`config.mk`:
```
export PLATFORM = sky130hd
export DESIGN_NAME = coin_frontend
export DESIGN_NICKNAME = d
export VERILOG_FILES = /design/src/rtl/coin_frontend.sv
export SDC_FILE = /design/constraint.sdc
export NUM_CORES = 1
export LEC_CHECK = 0
export ABC_AREA = 1
export BUFFER_PORTS_ARGS = -buffer_cell sky130_fd_sc_hd__buf_2
export CAP_MARGIN = 20
export CORE_ASPECT_RATIO = 1.75
export CORE_MARGIN = 2
export CORE_UTILIZATION = 30
export CTS_BUF_LIST = sky130_fd_sc_hd__clkbuf_4
export DETAILED_ROUTE_END_ITERATION = 12
export GPL_ROUTABILITY_DRIVEN = 0
export SYNTH_ARGS = -nofsm -noshare
export SYNTH_HDL_FRONTEND = slang
export SYNTH_SLANG_ARGS = --single-unit
export TNS_END_PERCENT = 30
```
`constraint.sdc`:
```
create_clock -name clk -period 2.3 [get_ports clk]
set_clock_uncertainty 0.2 [all_clocks]
set_input_delay 0.46 -clock clk [delete_from_list [all_inputs] [get_ports clk]]
set_output_delay 0.46 -clock clk [all_outputs]
set_load 0.005 [all_outputs]
```
`src/rtl/coin_frontend.sv`:
```
// coin_frontend: synchronizes and debounces two coin sensors and a purchase
// key, then runs a small IDLE/COLLECT/DONE session FSM that accumulates credit.
// Optional feature: define COIN_TIMEOUT_EN to end a COLLECT session
// automatically after TIMEOUT idle cycles.
module coin_frontend #(
    parameter int DW       = 8,
    parameter int DEBOUNCE = 4,
    parameter int TIMEOUT  = 100
) (
    input  logic          clk,
    input  logic          rst_n,
    input  logic          coin_one_raw,
    input  logic          coin_ten_raw,
    input  logic          done_key_raw,
    output logic          coin_one_in_pulse,
    output logic          coin_ten_in_pulse,
    output logic          coin_reject_pulse,
    output logic          done,
    output logic          session_active,
    output logic [DW-1:0] credit
);

    typedef enum logic [1:0] {
        ST_IDLE    = 2'd0,
        ST_COLLECT = 2'd1,
        ST_DONE    = 2'd2
    } state_t;

    localparam int         NCH     = 3;  // bit 0: one coin, 1: ten coin, 2: done key
    localparam logic [7:0] DB_LAST = 8'(DEBOUNCE - 1);

    logic [NCH-1:0] r_sync1;
    logic [NCH-1:0] r_sync2;
    logic [NCH-1:0] r_stable;
    logic [NCH-1:0] r_rise;
    logic [7:0]     r_db_cnt [NCH];

    state_t         r_state;
    logic [DW-1:0]  r_credit;
    logic           r_one_pulse;
    logic           r_ten_pulse;
    logic           r_reject_pulse;
    logic           r_done;
    logic           r_session;

    logic           w_one;
    logic           w_ten;
    logic           w_key;
    logic [DW:0]    w_sum_one;
    logic [DW:0]    w_sum_ten;
    logic           w_acc_one;
    logic           w_acc_ten;
    logic           w_rej;
    logic           w_timeout;

    // Two-flop synchronizer for all three raw inputs.
    always_ff @(posedge clk or negedge rst_n) begin
        if (!rst_n) begin
            r_sync1 <= '0;
            r_sync2 <= '0;
        end else begin
            // NOTE: non-blocking assignments make r_sync2 take the old r_sync1,
            // which is what builds the second flop stage.
            r_sync1 <= {done_key_raw, coin_ten_raw, coin_one_raw};
            r_sync2 <= r_sync1;
        end
    end

    // Debouncer: flip the stable value after DEBOUNCE consecutive mismatches,
    // emitting a one-cycle rise strobe on a 0->1 flip.
    always_ff @(posedge clk or negedge rst_n) begin
        if (!rst_n) begin
            r_stable <= '0;
            r_rise   <= '0;
            for (int i = 0; i < NCH; i++) r_db_cnt[i] <= '0;
        end else begin
            for (int i = 0; i < NCH; i++) begin
                r_rise[i] <= 1'b0;
                if (r_sync2[i] != r_stable[i]) begin
                    if (r_db_cnt[i] == DB_LAST) begin
                        r_stable[i] <= r_sync2[i];
                        r_rise[i]   <= r_sync2[i];
                        r_db_cnt[i] <= '0;
                    end else begin
                        r_db_cnt[i] <= r_db_cnt[i] + 8'd1;
                    end
                end else begin
                    r_db_cnt[i] <= '0;
                end
            end
        end
    end

    assign w_one     = r_rise[0];
    assign w_ten     = r_rise[1];
    assign w_key     = r_rise[2];
    assign w_sum_one = {1'b0, r_credit} + (DW+1)'(1);
    assign w_sum_ten = {1'b0, r_credit} + (DW+1)'(10);

    // Coin acceptance decisions for IDLE/COLLECT; a simultaneous pair or an
    // overflowing add turns the event into a reject.
    assign w_acc_one = w_one & ~w_ten & ~w_sum_one[DW];
    assign w_acc_ten = w_ten & ~w_one & ~w_sum_ten[DW];
    assign w_rej     = (w_one & w_ten) | (w_one & w_sum_one[DW]) | (w_ten & w_sum_ten[DW]);

`ifdef COIN_TIMEOUT_EN
    localparam logic [15:0] TO_LAST = 16'(TIMEOUT - 1);
    logic [15:0] r_idle_cnt;

    // Idle counter: runs only in COLLECT, cleared by every accepted coin.
    always_ff @(posedge clk or negedge rst_n) begin
        if (!rst_n) begin
            r_idle_cnt <= '0;
        end else if (r_state != ST_COLLECT || w_acc_one || w_acc_ten) begin
            r_idle_cnt <= '0;
        end else begin
            r_idle_cnt <= r_idle_cnt + 16'd1;
        end
    end

    assign w_timeout = (r_idle_cnt == TO_LAST) & ~w_acc_one & ~w_acc_ten;
`else
    assign w_timeout = 1'b0;
`endif

    // Session FSM with all outputs registered alongside the state.
    always_ff @(posedge clk or negedge rst_n) begin
        if (!rst_n) begin
            r_state        <= ST_IDLE;
            r_credit       <= '0;
            r_one_pulse    <= 1'b0;
            r_ten_pulse    <= 1'b0;
            r_reject_pulse <= 1'b0;
            r_done         <= 1'b0;
            r_session      <= 1'b0;
        end else begin
            r_one_pulse    <= 1'b0;
            r_ten_pulse    <= 1'b0;
            r_reject_pulse <= 1'b0;
            r_done         <= 1'b0;
            case (r_state)
                ST_IDLE, ST_COLLECT: begin
                    if (w_acc_one) begin
                        r_one_pulse <= 1'b1;
                        r_credit    <= w_sum_one[DW-1:0];
                    end
                    if (w_acc_ten) begin
                        r_ten_pulse <= 1'b1;
                        r_credit    <= w_sum_ten[DW-1:0];
                    end
                    r_reject_pulse <= w_rej;
                    // Coin is booked above first; done_key/timeout then closes.
                    if (r_state == ST_COLLECT && (w_key || w_timeout)) begin
                        r_state   <= ST_DONE;
                        r_done    <= 1'b1;
                        r_session <= 1'b0;
                    end else if (w_acc_one || w_acc_ten) begin
                        r_state   <= ST_COLLECT;
                        r_session <= 1'b1;
                    end
                end
                ST_DONE: begin
                    r_reject_pulse <= w_one | w_ten;
                    r_credit       <= '0;
                    r_state        <= ST_IDLE;
                    r_session      <= 1'b0;
                end
                default: begin
                    r_state   <= ST_IDLE;
                    r_session <= 1'b0;
                end
            endcase
        end
    end

    assign coin_one_in_pulse = r_one_pulse;
    assign coin_ten_in_pulse = r_ten_pulse;
    assign coin_reject_pulse = r_reject_pulse;
    assign done              = r_done;
    assign session_active    = r_session;
    assign credit            = r_credit;

endmodule

```
# Word level (Yosys, flattened, before mapping)
# Cells that the tools add are included.
# word_totals
register_bits	51
latchBits	0
mem_bits_rw	0
romBits	0
output_inout_bits	13
mem_count	0
# classes
addsub	5
multipliers	0
div	0
order_cmp	0
eq_ne	10
n_shift	0
n_mux	28
n_bitwise	14
n_reduce_logical	9
# op_table
cell	n
two-way mux 8 bit	8
adder 8 x 1 -> 8 bit, second input constant	3
== test 8 x 2 -> 1 bit, second input constant	3
case mux 8 bit (2 select lines)	1
two-way mux 1 bit	15
adder 8 x 1 -> 9 bit, second input constant	1
adder 8 x 4 -> 9 bit, second input constant	1
AND reduction 2 bit	4
bitwise AND 1 bit	7
two-way mux 2 bit	3
!= test 3 bit, second input constant	2
inverter 1 bit	4
!= test 1 bit	3
bitwise OR 1 bit	3
== test 2 x 1 -> 1 bit, second input constant	1
== test 2 bit, second input constant	1
logical NOT 2 bit	1
case mux 1 bit (2 select lines)	1
nonzero test 2 bit	1
OR reduction 2 bit	1
logical AND 1 bit	1
logical OR 1 bit	1

# Longest topological paths before layout
# Gate-level depths: netlist of run 1.
# depth
word_depth	7
ltp_mapped	10
mapped_depth_nobuf	9

# Worst setup path after synthesis of run 1
# Ideal clock, no wire load.
# synth_timing
path_kind	flip-flop to flip-flop
start	register r_credit[1], in the netlist credit[1]
end	register r_credit[0], in the netlist credit[0]
setup_ps	115
t_arrival_ps	1240
t_required_ps	1985
setup_slack_ps	745
stages_incl_launch_ff	10
path_buffers	1
period_less_slack_ps	1555
path_cell_list	dfrtp_1 ha_1 nand2_1 nor2_2 nand2_4 nand3_4 buf_12 o21ai_2 o21ai_2 inv_2
# synth_via
elab_chain_len	5
elab_cells_between_ends	10
# synth_rtl
item	line	source
from (decl)	39	logic [DW-1:0] r_credit;
from (signal assigned)	145	r_credit <= w_sum_one[DW-1:0];
from (signal assigned)	149	r_credit <= w_sum_ten[DW-1:0];
adder 8 x 4 -> 9 bit / adder 8 x 1 -> 9 bit (equally long branches)	98, 97	
inverter 1 bit, on equally long branches	103, 102	
bitwise AND 1 bit, on equally long branches	103, 102	
two-way mux 8 bit / != test 3 bit (equally long branches)	--	
case mux 8 bit (2 select lines) / AND reduction 2 bit (equally long branches)	--	
# Parallel ways exist; a longest one is shown, timed or not.
# A chain may end at the register's enable or synchronous reset.

# Worst setup path in the final report of run 1
# layout_timing
start	register r_credit[4], in the netlist credit[4]
end	output port credit[4]
# layout_lines
item	line	source
to (decl)	20	output logic [DW-1:0] credit
# No word-level cell between the ends.

==> impl_metrics.json, run 1 <==
{
  "via_density_per_instance": 4.75,
  "placeableCoreArea_sq_um": 8260,
  "timing.critical_path.arrival_ns": 1.08,
  "postPlaceCellArea_sq_um": 2740,
  "global_route.overflow_total": 0,
  "postSynthRegisterBits": 50,
  "post_synth_instance_area_sq_um": 2550,
  "achievable_clock_frequency_mhz": 575,
  "routed_wire_length_per_instance_um": 11.4,
  "syn_nets": 321,
  "irDropWorstVdd_v": 0.000237,
  "first_iter_violations": 107,
  "layout_common_cells": "sky130_fd_sc_hd__nand2_1, sky130_fd_sc_hd__dfrtp_1, sky130_fd_sc_hd__inv_1",
  "min-delay-path-class": "flip-flop to flip-flop",
  "cp-end-kind": "output pin",
  "diodes": 0,
  "worst_setup_hold_path_clk_slew_ns": 0.15,
  "initial_core_util": 0.308,
  "critical-path-slowest-cell": "sky130_fd_sc_hd__dfrtp_1",
  "total_leakage_power_nw": 1.50,
  "final_min_period_over_clock_period": 0.756,
  "synth_edf_count": 0,
  "fin_nets": 348,
  "setup_viol_count_final": 0,
  "grt_max_degree": 51,
  "wl_um": 4930,
  "ys_types": 25,
  "timing_max_transition_violations_final": 0,
  "worst_slew_pin_slew_ns": 0.318,
  "dieHeight_um": 126,
  "detail_route.drc_violations": 0,
  "outcome": "finished, final reports clean",
  "cp_num_buf_inv": 1,
  "worstSetupPathType": "flip-flop to output pin",
  "tritoncts_clock_tree": "yes",
  "grt_first_pass_wirelength_um": 8800,
  "htree_num_levels": 2,
  "post_synth_inst_count": 311,
  "antenna_found_initial": 0,
  "final_common_cell": "sky130_fd_sc_hd__nand2_1",
  "tritoncts_num_sinks": 50,
  "ys_async_sr_fraction": 1.00,
  "synth.avg_cell_area_sq_um": 8.19,
  "cp_top_family": "flip-flops",
  "power_density_nw_per_um2": 842,
  "die-area_sq_um": 9270,
  "fillCellCount": 884,
  "cp_max_fo": 8,
  "place.port_buffers": 17,
  "timing_hold_violations_final": 0,
  "cts_max_path_buffers": 2,
  "setup_tns_ns": 0,
  "max_slew_headroom": 0.788,
  "minimum_period_implied_by_the_final_worst_setup_slack_ns": 1.74,
  "row_count": 44,
  "cts_inserted_buffers": 5,
  "global_route.usage.total": 0.121,
  "layout-area-overhead-vs-synth_pct": 11.2,
  "synth_top_flop_cell": "sky130_fd_sc_hd__dfrtp_1",
  "final_antenna_net_count": 0,
  "setup.worst_path.start_class": "flip-flop",
  "cts_root_buffer": "sky130_fd_sc_hd__clkbuf_4",
  "layout-drive-gt1-share": 0.124,
  "drt_first_pass_iters": 4,
  "grt_setup_unrepaired": "no",
  "worst_hold_slack_ns": 0.163,
  "drv.max_cap_violation_count": 0,
  "io_pins": 18,
  "grt_pass1_vias": 2033,
  "worst_skew_pair.late_latency_ns": 0.38,
  "dp_hpwl_um": 3630,
  "max_stage_delay_ns": 0.52,
  "synth-seq-area-share": 0.491,
  "synth_warnings": 0,
  "cell_breakdown_of_the_critical_path": "buf_2",
  "detailroute.via_count": 2046,
  "final_area_sq_um": 2830,
  "cp_data_required_time_ns": 1.64,
  "die_x_um": 73.7
}
## layout make-up
class / count / area (sq um) / area share
sequential: 50 / 1250 / 0.442
multi-input combinational: 210 / 1080 / 0.382
inverter: 49 / 186 / 0.0658
timing repair buffer: 22 / 145 / 0.0512
tap: 92 / 115 / 0.0406
clock buffer: 6 / 45.0 / 0.0159
clock inverter: 2 / 8.76 / 0.00309
## state kept, by name, summed over array words and instances, names as in the netlist, 3 cells and up
register  flops
r_sync2       3
r_stable      3
r_rise        3
r_db_cnt     24
credit        8
r_sync1       3
## worst paths after layout
path	startpoint	endpoint	slack, ns	cells after the start
max	credit[4]	credit[4]	0.56	1
min reg2reg	r_sync1[0]	r_sync2[0]	0.16	0
max in group asynchronous	rst_n	r_db_cnt[0]	1.27	3
max reg2reg	credit[1]	credit[6]	0.56	8
min in group asynchronous	rst_n	credit[5]	0.36	3
min	r_sync1[0]	r_sync2[0]	0.16	0
## metal layers
metal / GRT usage / routed length [um]
met1: 0.117 / 1930
met2: 0.222 / 2650
met3: 0.0280 / 172
met4: 0.0695 / 170
met5: 0 / 0
## cell families (layout without fill, tap and decap cells)
family,Yosys count,after routing,share of synthesized area
simple gates,174,174,0.322
buf+inv,51,79,0.0840
flops,50,50,0.491
compound gates,21,21,0.0442
xor+xnor,10,10,0.0344
fa+ha+maj,5,5,0.0246
## power by group
group | internal (mW) | leakage [nW] | total, mW | switching, mW
registers | 1.04 | 0.666 | 1.25 | 0.204
logic | 0.297 | 0.799 | 0.738 | 0.441
clock network | 0.127 | 0.0331 | 0.398 | 0.271
total | 1.47 | 1.50 | 2.39 | 0.916
## synthesized netlist by cell type, types with 3 or more instances
cell type	n	area, sq um
sky130_fd_sc_hd__a21oi_1	8	40.0
sky130_fd_sc_hd__dfrtp_1	50	1250
sky130_fd_sc_hd__nor3_1	14	70.1
sky130_fd_sc_hd__inv_2	4	15.0
sky130_fd_sc_hd__xor2_1	8	70.1
sky130_fd_sc_hd__nand2_4	3	33.8
sky130_fd_sc_hd__inv_1	44	165
sky130_fd_sc_hd__nand2_1	76	285
sky130_fd_sc_hd__nand4_1	13	81.3
sky130_fd_sc_hd__nand3_1	19	95.1
sky130_fd_sc_hd__nor2_1	41	154
sky130_fd_sc_hd__o21ai_0	9	45.0
sky130_fd_sc_hd__ha_1	5	62.6
## stage by stage
step	power (mW)	utilization	instances	setup slack (ns)
after floorplan	1.76	-	311	0.745
after global placement	1.99	0.332	419	0.664
after detailed placement	2.01	0.332	419	0.617
after CTS	2.44	0.343	431	0.528
after global routing	2.61	0.343	431	0.439
final	2.39	0.343	431	0.561
## timing repair
action                                 in CTS  in global routing
resized for setup                           0                  0
hold buffers                                4                  0
setup buffers                               0                  0
endpoints found under the hold margin      53                  0
No activity file was read; power rests on OpenSTA's default activity.
==> inputs of run 2 (changes only) <==
Clock period 2.3 ns to 1.6 ns, I/O delays scaled along.
==> run 2 against run 1 <==
Against the previous run:
- setup slack got worse by 0.56 ns
- worst hold slack about the same
- die area unchanged
- wire length increased by 2.0%
- largest cell class unchanged
- highest routed layer unchanged
==> impl_metrics.json, run 2 (synthesis results as in run 1) <==
{
  "drt_first_pass_iters": 4,
  "timing_hold_violations_final": 0,
  "drv.max_cap_violation_count": 0,
  "placeableCoreArea_sq_um": 8260,
  "layout_common_cells": "sky130_fd_sc_hd__nand2_1, sky130_fd_sc_hd__dfrtp_1, sky130_fd_sc_hd__inv_1",
  "tritoncts_num_sinks": 50,
  "tritoncts_clock_tree": "yes",
  "worst_skew_pair.late_latency_ns": 0.37,
  "htree_num_levels": 2,
  "cts_inserted_buffers": 5,
  "dp_hpwl_um": 3660,
  "setup_tns_ns": 0,
  "initial_core_util": 0.308,
  "diodes": 0,
  "register_containing_the_most_flip_flops_in_the_final_layout": "r_db_cnt",
  "die-area_sq_um": 9270,
  "via_density_per_instance": 4.71,
  "layout-area-overhead-vs-synth_pct": 16.9,
  "cts_max_path_buffers": 2,
  "layout-drive-gt1-share": 0.173,
  "grt_first_pass_wirelength_um": 8700,
  "row_count": 44,
  "timing_max_transition_violations_final": 0,
  "grt_setup_unrepaired": "yes",
  "cp-end-kind": "output pin",
  "detailroute.via_count": 2068,
  "setup.worst_path.start_class": "flip-flop",
  "fin_nets": 358,
  "timing.critical_path.arrival_ns": 1.08,
  "global_route.usage.total": 0.120,
  "final_common_cell": "sky130_fd_sc_hd__nand2_1",
  "worstSetupPathType": "flip-flop to output pin",
  "global_route.overflow_total": 0,
  "setup_viol_count_final": 0,
  "worst_hold_slack_ns": 0.163,
  "min-delay-path-class": "flip-flop to flip-flop",
  "final_antenna_net_count": 0,
  "cts_root_buffer": "sky130_fd_sc_hd__clkbuf_4",
  "first_iter_violations": 86,
  "worst_setup_hold_path_clk_slew_ns": 0.14,
  "achievable_clock_frequency_mhz": 627,
  "largest_register_ffs": 24,
  "grt_max_degree": 51,
  "power_density_nw_per_um2": 1230,
  "outcome": "finished, final reports clean",
  "final_min_period_over_clock_period": 0.997,
  "cp_max_fo": 5,
  "total_power_mw": 3.65,
  "io_pins": 18,
  "detail_route.drc_violations": 0,
  "worst_slew_pin_slew_ns": 0.359,
  "dieHeight_um": 126,
  "irDropWorstVdd_v": 0.000382,
  "cts_setup_buffers": 0,
  "total_leakage_power_nw": 1.54,
  "cp_data_required_time_ns": 1.08,
  "minimum_period_implied_by_the_final_worst_setup_slack_ns": 1.60,
  "max_slew_headroom": 0.760,
  "die_x_um": 73.7,
  "place.port_buffers": 17,
  "wl_um": 5030,
  "grt_pass1_vias": 2065,
  "antenna_found_initial": 0,
  "routed_wire_length_per_instance_um": 11.4,
  "finalCoreUtilization": 0.361
}
[run 2: changes by cell type in the layout (fill, tap and decap cells not counted), sizes merged]
cell	change
clkinv	-1
nand3	+1
buf	+9
clkbuf	-1
[run 2: layout make-up]
class	instances	area (sq um)
clock buffer	5	37.5
multi-input combinational	211	1120
fill	849	5280
timing repair buffer	31	263
clock inverter	1	3.75
inverter	49	186
sequential	50	1250
tap	92	115
[run 2: final timing paths]
path | start | end | slack [ns] | cells past startpoint
min in group asynchronous | rst_n | credit[3] | 0.24 | 3
max in group asynchronous | rst_n | r_sync2[1] | 0.70 | 3
max reg2reg | credit[1] | credit[6] | 0.02 | 7
min | r_sync1[2] | r_sync2[2] | 0.16 | 0
min reg2reg | r_sync1[2] | r_sync2[2] | 0.16 | 0
max | credit[1] | credit[1] | 0.005 | 2
[run 2: worst max-delay path, cell delays in order (launching register included)]
cell and delay [ns]:
sky130_fd_sc_hd__dfrtp_2 0.47, sky130_fd_sc_hd__buf_6 0.13, sky130_fd_sc_hd__buf_6 0.10
[run 2: through the flow]
stage | setup slack, ns | std cells | instance area [sq um]
after floorplan | 0.0450 | 311 | 2550
after global placement | -0.000987 | 428 | 2810
after detailed placement | -0.0470 | 428 | 2810
after CTS | -0.0223 | 439 | 2940
after global routing | -0.0481 | 439 | 2980
final | 0.00491 | 439 | 2980
[run 2: report_power, final]
part / internal, mW / switching [mW] / total, mW
clock network: 0.151 / 0.377 / 0.528
registers: 1.51 / 0.221 / 1.73
logic: 0.630 / 0.764 / 1.39
total: 2.29 / 1.36 / 3.65
[run 2: routing by layer]
layer / share of wire / track usage
met5: 0 / 0
met1: 0.39 / 0.123
met2: 0.56 / 0.219
met3: 0.032 / 0.0272
met4: 0.018 / 0.0545
[run 2: timing repair]
action	4_1_cts	5_1_grt
hold buffers	4	0
endpoints found under the setup margin	11	16
pin swaps	0	1
resized for setup	9	13
endpoints found under the hold margin	53	0
cloned	1	0
